[src/rtl/uart_tx_scheduler_if.sv]
// Requester bus and serial-line outputs of uart_tx_scheduler.
// master = requester side, slave = the scheduler.
interface uart_tx_scheduler_if #(
  parameter int NUM_REQ = 4,
  parameter int ID_W    = 2
);
  logic [NUM_REQ-1:0]   req_valid;
  logic [NUM_REQ*8-1:0] req_data;
  logic [NUM_REQ-1:0]   req_ready;
  logic                 tx;
  logic                 busy;
  logic [ID_W-1:0]      grant_id;

  modport master (
    output req_valid,
    output req_data,
    input  req_ready,
    input  tx,
    input  busy,
    input  grant_id
  );

  modport slave (
    input  req_valid,
    input  req_data,
    output req_ready,
    output tx,
    output busy,
    output grant_id
  );
endinterface

[src/rtl/uart_tx_scheduler.sv]
// Round-robin UART transmitter shared by NUM_REQ byte producers.
// Define UART_TX_PARITY_EN to append an even-parity bit to each frame.
module uart_tx_scheduler #(
  parameter int NUM_REQ      = 4,
  parameter int CLKS_PER_BIT = 100,
  parameter int ID_W         = 2
) (
  input logic                clk,
  input logic                rst_n,
  uart_tx_scheduler_if.slave bus
);

  localparam int BW = $clog2(CLKS_PER_BIT);

  typedef enum logic [2:0] {
    IDLE,
    START,
    DATA,
    PARITY,
    STOP
  } state_t;

  state_t state_q;
  state_t state_d;

  logic [BW-1:0]      baud_q;
  logic [2:0]         bit_q;
  logic [7:0]         shift_q;
  logic [ID_W-1:0]    ptr_q;
  logic [ID_W-1:0]    gid_q;
  logic               busy_q;
  logic               tick;
  logic               last_bit;
  logic               found;
  logic               grant;
  logic [ID_W-1:0]    win;
  logic [ID_W-1:0]    ptr_nxt;
  logic [7:0]         data_sel;
  logic [NUM_REQ-1:0] ready;
  logic               tx;

`ifdef UART_TX_PARITY_EN
  logic par_q;
`endif

  assign tick     = baud_q == BW'(CLKS_PER_BIT - 1);
  assign last_bit = bit_q == 3'd7;
  assign grant    = (state_q == IDLE) && found;

  // Lowest valid index overall, then overridden by the
  // lowest valid index at or above the pointer if one exists.
  always_comb begin
    found = 1'b0;
    win   = '0;
    for (int i = NUM_REQ - 1; i >= 0; i--) begin
      if (bus.req_valid[i]) begin
        found = 1'b1;
        win   = ID_W'(i);
      end
    end
    for (int i = NUM_REQ - 1; i >= 0; i--) begin
      if (bus.req_valid[i] && (ID_W'(i) >= ptr_q)) begin
        win = ID_W'(i);
      end
    end
  end

  always_comb begin
    data_sel = '0;
    ready    = '0;
    for (int i = 0; i < NUM_REQ; i++) begin
      if (win == ID_W'(i)) begin
        data_sel = bus.req_data[8*i +: 8];
        ready[i] = grant;
      end
    end
  end

  assign ptr_nxt = (win == ID_W'(NUM_REQ - 1)) ?
                   '0 : win + ID_W'(1);

  always_ff @(posedge clk or negedge rst_n) begin
    if (!rst_n) begin
      state_q <= IDLE;
    end else begin
      state_q <= state_d;
    end
  end

  always_comb begin
    state_d = state_q;
    unique case (state_q)
      IDLE: begin
        if (found) state_d = START;
      end
      START: begin
        if (tick) state_d = DATA;
      end
      DATA: begin
`ifdef UART_TX_PARITY_EN
        if (tick && last_bit) state_d = PARITY;
`else
        if (tick && last_bit) state_d = STOP;
`endif
      end
      PARITY: begin
        if (tick) state_d = STOP;
      end
      STOP: begin
        if (tick) state_d = IDLE;
      end
      default: state_d = IDLE;
    endcase
  end

  always_ff @(posedge clk or negedge rst_n) begin
    if (!rst_n) begin
      baud_q  <= '0;
      bit_q   <= '0;
      shift_q <= '0;
      ptr_q   <= '0;
      gid_q   <= '0;
      busy_q  <= 1'b0;
    end else if (state_q == IDLE) begin
      baud_q <= '0;
      bit_q  <= '0;
      if (found) begin
        shift_q <= data_sel;
        gid_q   <= win;
        ptr_q   <= ptr_nxt;
        busy_q  <= 1'b1;
      end
    end else begin
      baud_q <= tick ? '0 : baud_q + BW'(1);
      if (tick && state_q == DATA) begin
        shift_q <= shift_q >> 1;
        bit_q   <= bit_q + 3'd1;
      end
      if (tick && state_q == STOP) begin
        busy_q <= 1'b0;
      end
    end
  end

`ifdef UART_TX_PARITY_EN
  always_ff @(posedge clk or negedge rst_n) begin
    if (!rst_n) begin
      par_q <= 1'b0;
    end else if (grant) begin
      par_q <= ^data_sel;
    end
  end
`endif

  // Decoded from state so an async reset idles the line at once.
  always_comb begin
    tx = 1'b1;
    unique case (state_q)
      START:   tx = 1'b0;
      DATA:    tx = shift_q[0];
`ifdef UART_TX_PARITY_EN
      PARITY:  tx = par_q;
`endif
      default: tx = 1'b1;
    endcase
  end

  assign bus.tx        = tx;
  assign bus.busy      = busy_q;
  assign bus.grant_id  = gid_q;
  assign bus.req_ready = ready;

endmodule

[src/flat_wrapper.sv]
// flat-port wrapper written by rule: the top's interface ports become plain ports
module uart_tx_scheduler_flat 
#(
  parameter int NUM_REQ      = 4,
  parameter int CLKS_PER_BIT = 100,
  parameter int ID_W         = 2
)
  (clk, rst_n, bus_req_valid, bus_req_data, bus_req_ready, bus_tx, bus_busy, bus_grant_id);
  uart_tx_scheduler_if #(.NUM_REQ(NUM_REQ), .ID_W(ID_W)) bus_i ();
  input logic clk;
  input logic rst_n;
  input wire logic [$bits(bus_i.req_valid)-1:0] bus_req_valid;
  input wire logic [$bits(bus_i.req_data)-1:0] bus_req_data;
  output wire logic [$bits(bus_i.req_ready)-1:0] bus_req_ready;
  output wire logic [$bits(bus_i.tx)-1:0] bus_tx;
  output wire logic [$bits(bus_i.busy)-1:0] bus_busy;
  output wire logic [$bits(bus_i.grant_id)-1:0] bus_grant_id;
  assign bus_i.req_valid = bus_req_valid;
  assign bus_i.req_data = bus_req_data;
  assign bus_req_ready = bus_i.req_ready;
  assign bus_tx = bus_i.tx;
  assign bus_busy = bus_i.busy;
  assign bus_grant_id = bus_i.grant_id;
  uart_tx_scheduler #(.NUM_REQ(NUM_REQ), .CLKS_PER_BIT(CLKS_PER_BIT), .ID_W(ID_W)) u_core (.clk(clk), .rst_n(rst_n), .bus(bus_i));
endmodule
[config.mk]
export PLATFORM = sky130hd
export DESIGN_NAME = uart_tx_scheduler_flat
export DESIGN_NICKNAME = d
export VERILOG_FILES = /design/src/rtl/uart_tx_scheduler_if.sv /design/src/rtl/uart_tx_scheduler.sv /design/src/flat_wrapper.sv
export SDC_FILE = /design/constraint.sdc
export NUM_CORES = 1
export LEC_CHECK = 0
export CAP_MARGIN = 5
export CORE_ASPECT_RATIO = 0.7
export CORE_MARGIN = 5
export CORE_UTILIZATION = 25
export CTS_CLUSTER_DIAMETER = 40
export CTS_CLUSTER_SIZE = 16
export DETAILED_ROUTE_END_ITERATION = 8
export GPL_ROUTABILITY_DRIVEN = 0
export HOLD_SLACK_MARGIN = 0.08
export PLACE_DENSITY_LB_ADDON = 0.15
export SLEW_MARGIN = 15
export SYNTH_ARGS = -nofsm -noshare
export SYNTH_HDL_FRONTEND = slang
export SYNTH_SLANG_ARGS = --single-unit
[constraint.sdc]
create_clock -name clk -period 11.2 [get_ports clk]
set_clock_uncertainty 0.1 [all_clocks]
set_input_delay 3.36 -clock clk [delete_from_list [all_inputs] [get_ports clk]]
set_output_delay 3.36 -clock clk [all_outputs]
set_load 0.005 [all_outputs]
==> summary.txt, run 1 <==
Floorplanning
  • Number of I/O pins: 46
  • Die height: 79.8 µm
  • Die X-Extent: 110 µm
  • Die area: 8760 µm²
  • Core area: 6760 µm²
  • Initial core utilization: roughly 26%
  • Rows: 25

STA
  • Hold_ws: 0.354 ns
  • PnR worst setup slack: 1.71 ns
  • Final period utilization: a little over four fifths
  • Final setup fails: 0
  • Fin Setup TNS: 0 ns
  • Worst-Margin Slew: around 0.75 ns
  • Final worst path period need: 9.49 ns
  • Unrepaired setup endpoints after global routing: false
  • Hold Vio Cnt, Final: 0
  • F_max: about 0.11 GHz
  • Relative max-transition margin: roughly 50%
  • Final Max Tran Viols: 0

Logic synthesis
  • Share of synthesized flip-flops with an asynchronous set or reset: 100%
  • Synth Flop Type: dfrtp_1
  • Cells after Synth: 189
  • Synth Warn #: 0
  • Cell variety after synth: 45
  • Area share of the largest cell type after synthesis: a little under two fifths
  • Post-Synthesis Cell Area: 1740 µm²
  • EDFF count, synth: 0
  • Commonest cells post-synth: 26 x dfrtp_1, 24 x nor2_1, 15 x a21oi_1
  • Syn_nets: roughly 230
  • Register area share after synthesis: 37.4%
  • Area leader, netlist: dfrtp_1
  • Count of state elements after synthesis: 26
  • Area contributors post-synth: dfrtp_1 37%, mux2_4 6.0%, nor2_1 5.2%
  • Most frequent cell after synthesis: dfrtp_1
  • Post-Syn Area per Cell: around 9.2 µm²

Detailed routing
  • DRC: 0
  • Initial DRT Pass Iterations: 4
  • WL final: 4.35 mm
  • Wire per inst: 13.5 µm
  • Initial DRC Count: 60
  • Vias per inst: 4.64
  • Via count: 1494
  • Antenna-violating nets left: 0

Critical path
  • Kind of critical path: in2out
  • Critical Path Most Common Cell: clkdlybuf4s50_1
  • CP Depth: 6
  • CP Capture Type: output pin
  • Arr. time, crit path: 6.03 ns
  • Slowest Stage Delay on Critical Path: around 0.64 ns
  • Crit path buf inv count: 2
  • Crit-path cells: clkdlybuf4s50_1 > mux2i_1 > a221oi_1 > ha_1 > and3_2 > clkdlybuf4s50_1
  • CP Data Required Time: between 7 and 8 ns
  • FF-to-FF setup slack: between 8 and 9 ns
  • CP top delay family: buffers and inverters
  • CP max-delay cell: ha_1
  • Kind of start point of the critical path: primary input
  • Worst-case reg-to-reg path depth: 7
  • Crit-path max FO: 17

Clock network
  • Cts repair resizes: 0
  • Max clock buf depth: 2
  • Setup bufs post-CTS: 0
  • Clock transition at path regs: 0.09 ns
  • CTS sink cnt: 26
  • H-tree Lvls: 1
  • CTS hold repair buffers: 0
  • Later-pin clock latency in the skew report: 0.27 ns
  • Root buffer selected by CTS: clkbuf_8
  • Cts bufs inserted: 3
  • CTS tree: done

Global route
  • First-pass GRT wire length: 7.11 mm
  • Initial antenna violation count: 0
  • GRT Resource Usage Total: about a tenth
  • Vias in the first global route: 1428
  • Largest net degree at the start of global routing: 27
  • Global route overflow: 0

Layout
  • Area Growth Syn to Fin: 33.1%
  • N_diodes: 0
  • Post-layout net count: 274
  • Share of cells above drive strength 1: 12.7%

Job
  • Max-cap violations: 0

Pwr
  • Peak supply drop: 0.0000689 V
  • Tot Pwr: 0.364 mW
  • Leak: 0.976 nW
  • Pwr dens: 157 nW/µm²

Place
  • DP Worst Slack: 1.67 ns
  • Placed wire-length estimate: 3.23 mm
  • # port buffers: 45

Worst hold path
  • Hold path cells: 1
  • Hold Crit Class: reg2reg

Run status
  • Status: complete, no violations
## final timing paths
kind | start | endpoint
worst max register to register | u_core.ptr_q[1]$_DFFE_PN0P_ | u_core.shift_q[1]$_DFFE_PN0P_
max in group asynchronous | rst_n | u_core.ptr_q[0]$_DFFE_PN0P_
worst min-delay path | u_core.baud_q[0]$_DFF_PN0_ | u_core.baud_q[0]$_DFF_PN0_
worst min register to register | u_core.baud_q[0]$_DFF_PN0_ | u_core.baud_q[0]$_DFF_PN0_
min in group asynchronous | rst_n | u_core.shift_q[3]$_DFFE_PN0P_
worst max-delay path | bus_req_valid[3] | bus_req_ready[3]
## cell usage in the layout, fill, tap and decap left out, types with 7 or more instances in the layout
cell type | synthesis | layout
ha_1 | 7 | 7
a31oi_1 | 7 | 7
clkdlybuf4s50_1 | 0 | 45
nand2_1 | 11 | 11
a221o_1 | 7 | 7
mux2_4 | 7 | 7
a21oi_1 | 15 | 15
inv_1 | 11 | 11
nand3_1 | 8 | 8
nor2_1 | 24 | 24
nand3b_1 | 7 | 7
dfrtp_1 | 26 | 26
## power breakdown
| group | internal, mW | switching [mW] | total [mW] |
|---|---|---|---|
| logic | 0.0869 | 0.0668 | 0.154 |
| registers | 0.123 | 0.0241 | 0.147 |
| clock network | 0.0315 | 0.0315 | 0.0629 |
| total | 0.241 | 0.122 | 0.364 |
## kinds of logic after synthesis
group                      count (synthesis)  share of synthesized area, %
AOI/OAI and AO/OA                         42                          17.0
xor gates and xnor gates                   5                          2.52
adders and majority gates                  7                          5.03
buffers and inverters                     23                          5.89
DFF                                       26                          37.4
muxes                                     11                          8.55
and+or+nand+nor                           75                          23.7
## area by class of cell
type | count | area [µm²]
clock buffers | 4 | 55.1
fillers | 727 | 4440
inverters | 11 | 41.3
multi-input cells | 140 | 987
flip-flops and latches | 26 | 651
well taps | 94 | 118
repair buffers | 47 | 465
## registers in the layout, summed over array words and instances, names as in the netlist
signal	flops
u_core.baud_q	7
u_core.bit_q	3
u_core.ptr_q	2
u_core.bus.busy	1
u_core.state_q	3
u_core.shift_q	8
u_core.bus.grant_id	2
## metal layers
metal	global-route usage, %	vias to the layer above	part of all wire (%)	routed length, µm
met1	14.8	723	53	2290
li1	-	751	-	-
met4	1.87	0	0.57	25
met3	2.75	2	3.7	159
met5	0	-	0	0
met2	15.2	18	43	1880
## through the flow
| step | utilization (%) | instance area [µm²] | instances |
|---|---|---|---|
| 2_1_floorplan | - | 1740 | 189 |
| 3_3_place_gp | 33.5 | 2260 | 318 |
| 3_5_place_dp | 33.5 | 2260 | 318 |
| 4_1_cts | 34.3 | 2320 | 322 |
| 5_1_grt | 34.3 | 2320 | 322 |
| 6_report | 34.3 | 2320 | 322 |
Power figures use the tool's default switching activity.
==> run 2, diff against run 1 <==
==> constraint.sdc (replaced) <==
create_clock -name clk -period 9.4 [get_ports clk]
set_clock_uncertainty 0.1 [all_clocks]
set_input_delay 2.82 -clock clk [delete_from_list [all_inputs] [get_ports clk]]
set_output_delay 2.82 -clock clk [all_outputs]
set_load 0.005 [all_outputs]
==> run 2 against run 1 <==
Sequential share of layout area down 0.091 points. Core utilization is 0.11 points higher. Clock-buffer cell count did not move. Register-to-register slack lost 1.8 ns.
==> summary.txt, run 2 (same netlist as run 1, synthesis figures left out) <==
Clock network
  • CTS hold repair buffers: 0
  • CTS tree: done
  • Setup bufs post-CTS: 0
  • Root buffer selected by CTS: clkbuf_8
  • H-tree Lvls: 1
  • Cts repair resizes: 0
  • Later-pin clock latency in the skew report: 0.27 ns
  • CTS sink cnt: 26
  • Max clock buf depth: 2
  • Clock transition at path regs: 0.10 ns
  • Cts bufs inserted: 3

Critical path
  • Reg-to-reg startpoint: u_core.ptr_q[1]$_DFFE_PN0P_
  • Crit path from: bus_req_valid[3]
  • Kind of start point of the critical path: primary input
  • CP Data Required Time: 6.48 ns
  • Kind of critical path: in2out
  • FF-to-FF setup slack: between 6 and 7 ns
  • Arr. time, crit path: about 5.4 ns
  • CP Capture Type: output pin
  • Worst-case reg-to-reg path depth: 7
  • Worst R2R End: u_core.shift_q[1]$_DFFE_PN0P_
  • Crit-path max FO: 17

Detailed routing
  • Via count: 1519
  • Vias per inst: 4.70
  • Met3 WL: 157 µm
  • Antenna-violating nets left: 0
  • Max Used Layer: met4
  • Met1 Wirelength: 2.34 mm
  • DRC: 0
  • WL final: 4.38 mm
  • Wire per inst: 13.6 µm
  • Initial DRC Count: 50
  • Initial DRT Pass Iterations: 4
  • Met2 WL post-DR: 1.85 mm

Place
  • Post-Place Cells: 319
  • # port buffers: 45
  • Placed wire-length estimate: 3.19 mm
  • Dpl cell area: 2270 µm²
  • DP Worst Slack: 1.08 ns

STA
  • Final worst path period need: 8.32 ns
  • Relative max-transition margin: 57.2%
  • PnR worst setup slack: ~1.1 ns
  • F_max: 0.120 GHz
  • Hold Vio Cnt, Final: 0
  • Unrepaired setup endpoints after global routing: false
  • Final period utilization: 88.5%
  • Final Max Tran Viols: 0
  • Fin Setup TNS: 0 ns
  • Final setup fails: 0
  • Worst-Margin Slew: ~0.64 ns

Layout
  • N_diodes: 0
  • Most frequent cells in the layout: 45 x clkdlybuf4s50_1, 26 x dfrtp_1, 24 x nor2_1
  • Final Cell Area: 2320 µm²
  • Top flop regs: u_core.shift_q x8, u_core.baud_q x7
  • Most flops, register: u_core.shift_q
  • Share of cells above drive strength 1: 13.1%
  • Final core occ: 34.4%
  • Post-layout net count: 275
  • Most common cell after layout, fill and taps aside: clkdlybuf4s50_1
  • Area Growth Syn to Fin: 33.6%
  • Flip-flop count of the largest register after layout: 8
  • Finished Layout Cells: 323

Global route
  • Global route overflow: 0
  • First-pass GRT wire length: 7.22 mm
  • Vias in the first global route: 1469
  • Initial antenna violation count: 0
  • Largest net degree at the start of global routing: 27
  • GRT Resource Usage Total: 10.3%

Pwr
  • Leak: 0.981 nW
  • Clock share of power: around 17%
  • Power Internal: 0.288 mW
  • Net switching power: 0.147 mW
  • Net Sw Frac: 33.8%
  • Peak supply drop: 0.0000872 V
  • Seq pwr share: 40.3%
  • Comb power frac: 42.5%
  • Pwr dens: 187 nW/µm²

Floorplanning
  • Die height: approximately 80 µm
  • Number of I/O pins: 46
  • Initial core utilization: 25.8%
  • Die X-Extent: 110 µm
  • Core area: about 6800 µm²
  • Rows: 25
  • Die area: 8760 µm²

Worst hold path
  • WHS Endpoint: u_core.baud_q[0]$_DFF_PN0_
  • Worst Hold Launch: u_core.baud_q[0]$_DFF_PN0_
  • Hold Crit Class: reg2reg
  • Hold path cells: 1

Job
  • Max-cap violations: 0

Run status
  • Status: complete, no violations
run 2: worst max-delay path by stage:
stage / end / slack [ns] / cells past startpoint
after detailed placement: bus_req_ready[1] / 1.08 / 6
final: bus_req_ready[1] / 1.08 / 6
after floorplan: bus_req_ready[3] / 2.19 / 7
after global routing: bus_req_ready[1] / 0.86 / 6
after CTS: bus_req_ready[1] / 1.08 / 6
after global placement: bus_req_ready[1] / 1.13 / 6
run 2: area by class of cell:
cell class / instances / area, µm²
timing repair buffer: 48 / 473
tap: 94 / 118
sequential: 26 / 651
multi-input combinational: 140 / 987
inverter: 11 / 41.3
fill: 723 / 4430
clock buffer: 4 / 55.1
run 2: worst max-delay path: stages:
cell and delay, ns:
clkdlybuf4s50_1 0.56, mux2i_1 0.10, a221oi_1 0.57, ha_1 0.58, and3_2 0.27, clkdlybuf4s50_1 0.49
run 2: through the flow:
stage	hold WS [ns]	total power, mW
global placement	0.349	0.363
finish	0.359	0.435
global route	0.378	0.472
floorplan	0.325	0.305
detailed placement	0.343	0.364
CTS	0.361	0.443
run 2: power by group through the flow:
stage,sequential (mW),combinational [mW],clock [mW]
finish,0.175,0.185,0.0749
global route,0.181,0.208,0.0835
CTS,0.175,0.188,0.0795
detailed placement,0.177,0.187,0
global placement,0.177,0.186,0
floorplan,0.171,0.134,0
run 2: per-layer routing:
metal / vias up / global-route usage [%]
met1: 741 / 15.7
met4: 0 / 1.87
met3: 2 / 2.59
li1: 753 / -
met5: - / 0
met2: 23 / 14.7
==> RTL change: new RTL, config.mk and constraints of run 2 <==
`ID_W` is set to 2 in 3 places; all go to 3.
--- a/src/rtl/uart_tx_scheduler_if.sv
+++ b/src/rtl/uart_tx_scheduler_if.sv
@@ -3,5 +3,5 @@
 interface uart_tx_scheduler_if #(
   parameter int NUM_REQ = 4,
-  parameter int ID_W    = 2
+  parameter int ID_W    = 3
 );
   logic [NUM_REQ-1:0]   req_valid;
--- a/src/rtl/uart_tx_scheduler.sv
+++ b/src/rtl/uart_tx_scheduler.sv
@@ -4,5 +4,5 @@
   parameter int NUM_REQ      = 4,
   parameter int CLKS_PER_BIT = 100,
-  parameter int ID_W         = 2
+  parameter int ID_W         = 3
 ) (
   input logic                clk,
--- a/src/flat_wrapper.sv
+++ b/src/flat_wrapper.sv
@@ -4,5 +4,5 @@
   parameter int NUM_REQ      = 4,
   parameter int CLKS_PER_BIT = 100,
-  parameter int ID_W         = 2
+  parameter int ID_W         = 3
 )
   (clk, rst_n, bus_req_valid, bus_req_data, bus_req_ready, bus_tx, bus_busy, bus_grant_id);
Interface: changed (resized bus_grant_id); port bits go from 46 to 47. The function was not compared with the original's and may differ.
==> RTL change against run 2 <==
  * Utilization grew 0.43 points
  * Sequential cell count unchanged
  * Synthesized cell count up 5.3%
  * Worst setup slack improved by 0.18 ns
  * Power is 1.6% lower
  * Design area is 1.2% higher
  * Maximum frequency increased by 2.2%
  * Non-clock buffer count grew 2
  * Die area decreased by 0.45%
  * Area after synthesis shrank 0.50%
  * Clock power grew 23%
  * Worst hold slack better by 0.0032 ns
  * Via count down 0.72%
  * Routed wire length down 5.9%
==> RTL change: results (changes against run 2) <==
{| class="wikitable"
! Metric !! Value
|-
| Run status || finished clean
|-
| Number of distinct library cell variants in the gate-level netlist after synthesis || 42 (-6.7%)
|-
| Warnings, synthesis || 0 (unchanged)
|-
| DR vias/cell || 4.51 (-4.0%)
|-
| Via count of the first global-routing pass || 1441 (-1.9%)
|-
| Ratio of cells with drive above 1 in the final layout || 0.100 (-0.0310)
|-
| First-pass detailed-route iteration total || 4 (unchanged)
|-
| Port Buffers || 45 (unchanged)
|-
| Syn avg cell area || 8.70 µm² (-5.5%)
|-
| Insertion delay of the later-clocked pin in the worst-skew pair || 0.27 ns (about the same)
|-
| Routed Antenna Nets || 0 (unchanged)
|-
| Wire length after detailed routing || 4120 µm (-5.9%)
|-
| Setup bufs post-CTS || 0 (unchanged)
|-
| Number of antenna violations at the first check in global routing || 0 (unchanged)
|-
| Synth top area cells || sky130_fd_sc_hd__dfrtp_1 38%, sky130_fd_sc_hd__nand2_1 5.2%, sky130_fd_sc_hd__ha_1 5.1%
|-
| Net count after synthesis || 244 (+4.3%)
|-
| Count of vias placed by the detailed router || 1508 (-0.72%)
|-
| Overall fraction of global-route tracks in use || 0.102 (-0.00160)
|-
| Commonest cells in the synthesized netlist || 26 x sky130_fd_sc_hd__dfrtp_1, 24 x sky130_fd_sc_hd__nand2_1, 21 x sky130_fd_sc_hd__inv_1
|-
| Leakage component of the power || 1.00 nW (+2.1%)
|-
| Transition time at the pin with the least slew margin || 0.585 ns (-0.0571 ns)
|-
| Antenna Cells || 0 (unchanged)
|-
| Nets@finish || 286 (+4.0%)
|-
| Clock tree buffer depth || 2 (unchanged)
|-
| Largest vdd supply drop || 0.0000777 V (-11%)
|-
| DP HPWL || 3130 µm (-2.1%)
|-
| Detailed router's first-iteration violation count || 46 (-8.0%)
|-
| First-pass GRT wire length || 7090 µm (-1.8%)
|-
| Sequential element share of the synthesized area || 0.376 (+0.00189)
|}
## RTL change: cell count changes after synthesis, sizes merged, moves of 4 or more
cell,delta
clkbuf,+5
nor2,-11
mux2,-9
a31oi,-7
nand2,+13
inv,+10
a221oi,+7
o22ai,+8
buf,-4
a221o,-7
mux2i,+7
## RTL change: layout make-up
cell class / instances / area [µm²]
Fill cell: 701 / 4400
Multi-Input combinational cell: 139 / 947
Sequential cell: 26 / 651
Timing Repair Buffer: 50 / 488
Tap cell: 94 / 118
Inverter: 21 / 78.8
Clock buffer: 3 / 41.3
Clock inverter: 1 / 30.0
## RTL change: path summary, 6_finish.rpt
path | from | to | slack, ns | cells after the start
min in group asynchronous | rst_n | u_core.ptr_q[1] | 2.81 | 2
max in group asynchronous | rst_n | u_core.state_q[2] | 6.13 | 2
worst max register to register | u_core.ptr_q[1] | u_core.shift_q[2] | 6.69 | 10
worst max-delay path | bus_req_valid[1] | bus_req_ready[2] | 1.26 | 8
worst min register to register | u_core.baud_q[0] | u_core.baud_q[0] | 0.36 | 1
worst min-delay path | u_core.baud_q[0] | u_core.baud_q[0] | 0.36 | 1
## RTL change: routing by layer
layer | part of all wire | track usage | vias up
li1 | - | - | 775
met1 | 0.53 | 0.153 | 700
met2 | 0.41 | 0.142 | 31
met3 | 0.056 | 0.0331 | 2
met4 | 0.0036 | 0.0149 | 0
met5 | 0 | 0 | -
## RTL change: worst max-delay path, cell delays in order
cell and delay (ns):
sky130_fd_sc_hd__clkdlybuf4s50_1 0.54, sky130_fd_sc_hd__a21bo_2 0.24, sky130_fd_sc_hd__a222oi_1 0.45, sky130_fd_sc_hd__inv_1 0.14, sky130_fd_sc_hd__ha_1 0.22, sky130_fd_sc_hd__buf_4 0.19, sky130_fd_sc_hd__and3_2 0.18, sky130_fd_sc_hd__clkdlybuf4s50_1 0.44
## RTL change: logic make-up (layout without fill, tap and decap cells)
logic type	Yosys count	in the layout	share of synthesized area
buffers and inverters	34	75	0.0802
XOR/XNOR	5	5	0.0253
AO/OA/AOI/OAI	46	46	0.184
adder cells (fa/ha/maj)	7	7	0.0506
AND/OR/NAND/NOR	71	71	0.227
other	1	1	0.00217
multiplexers	9	9	0.0549
flip-flops	26	26	0.376
## RTL change: power by group
group          switching (W)  leakage [nW]  internal [W]
clock              0.0000353        0.0357     0.0000569
sequential         0.0000299         0.321      0.000146
combinational      0.0000743         0.645     0.0000859
total               0.000140          1.00      0.000289
## RTL change: metrics by stage
stage	setup WS, ns	area [µm²]
floorplan	2.13	1730
global placement	1.26	2280
detailed placement	1.26	2280
CTS	1.25	2350
global route	1.13	2350
finish	1.26	2350
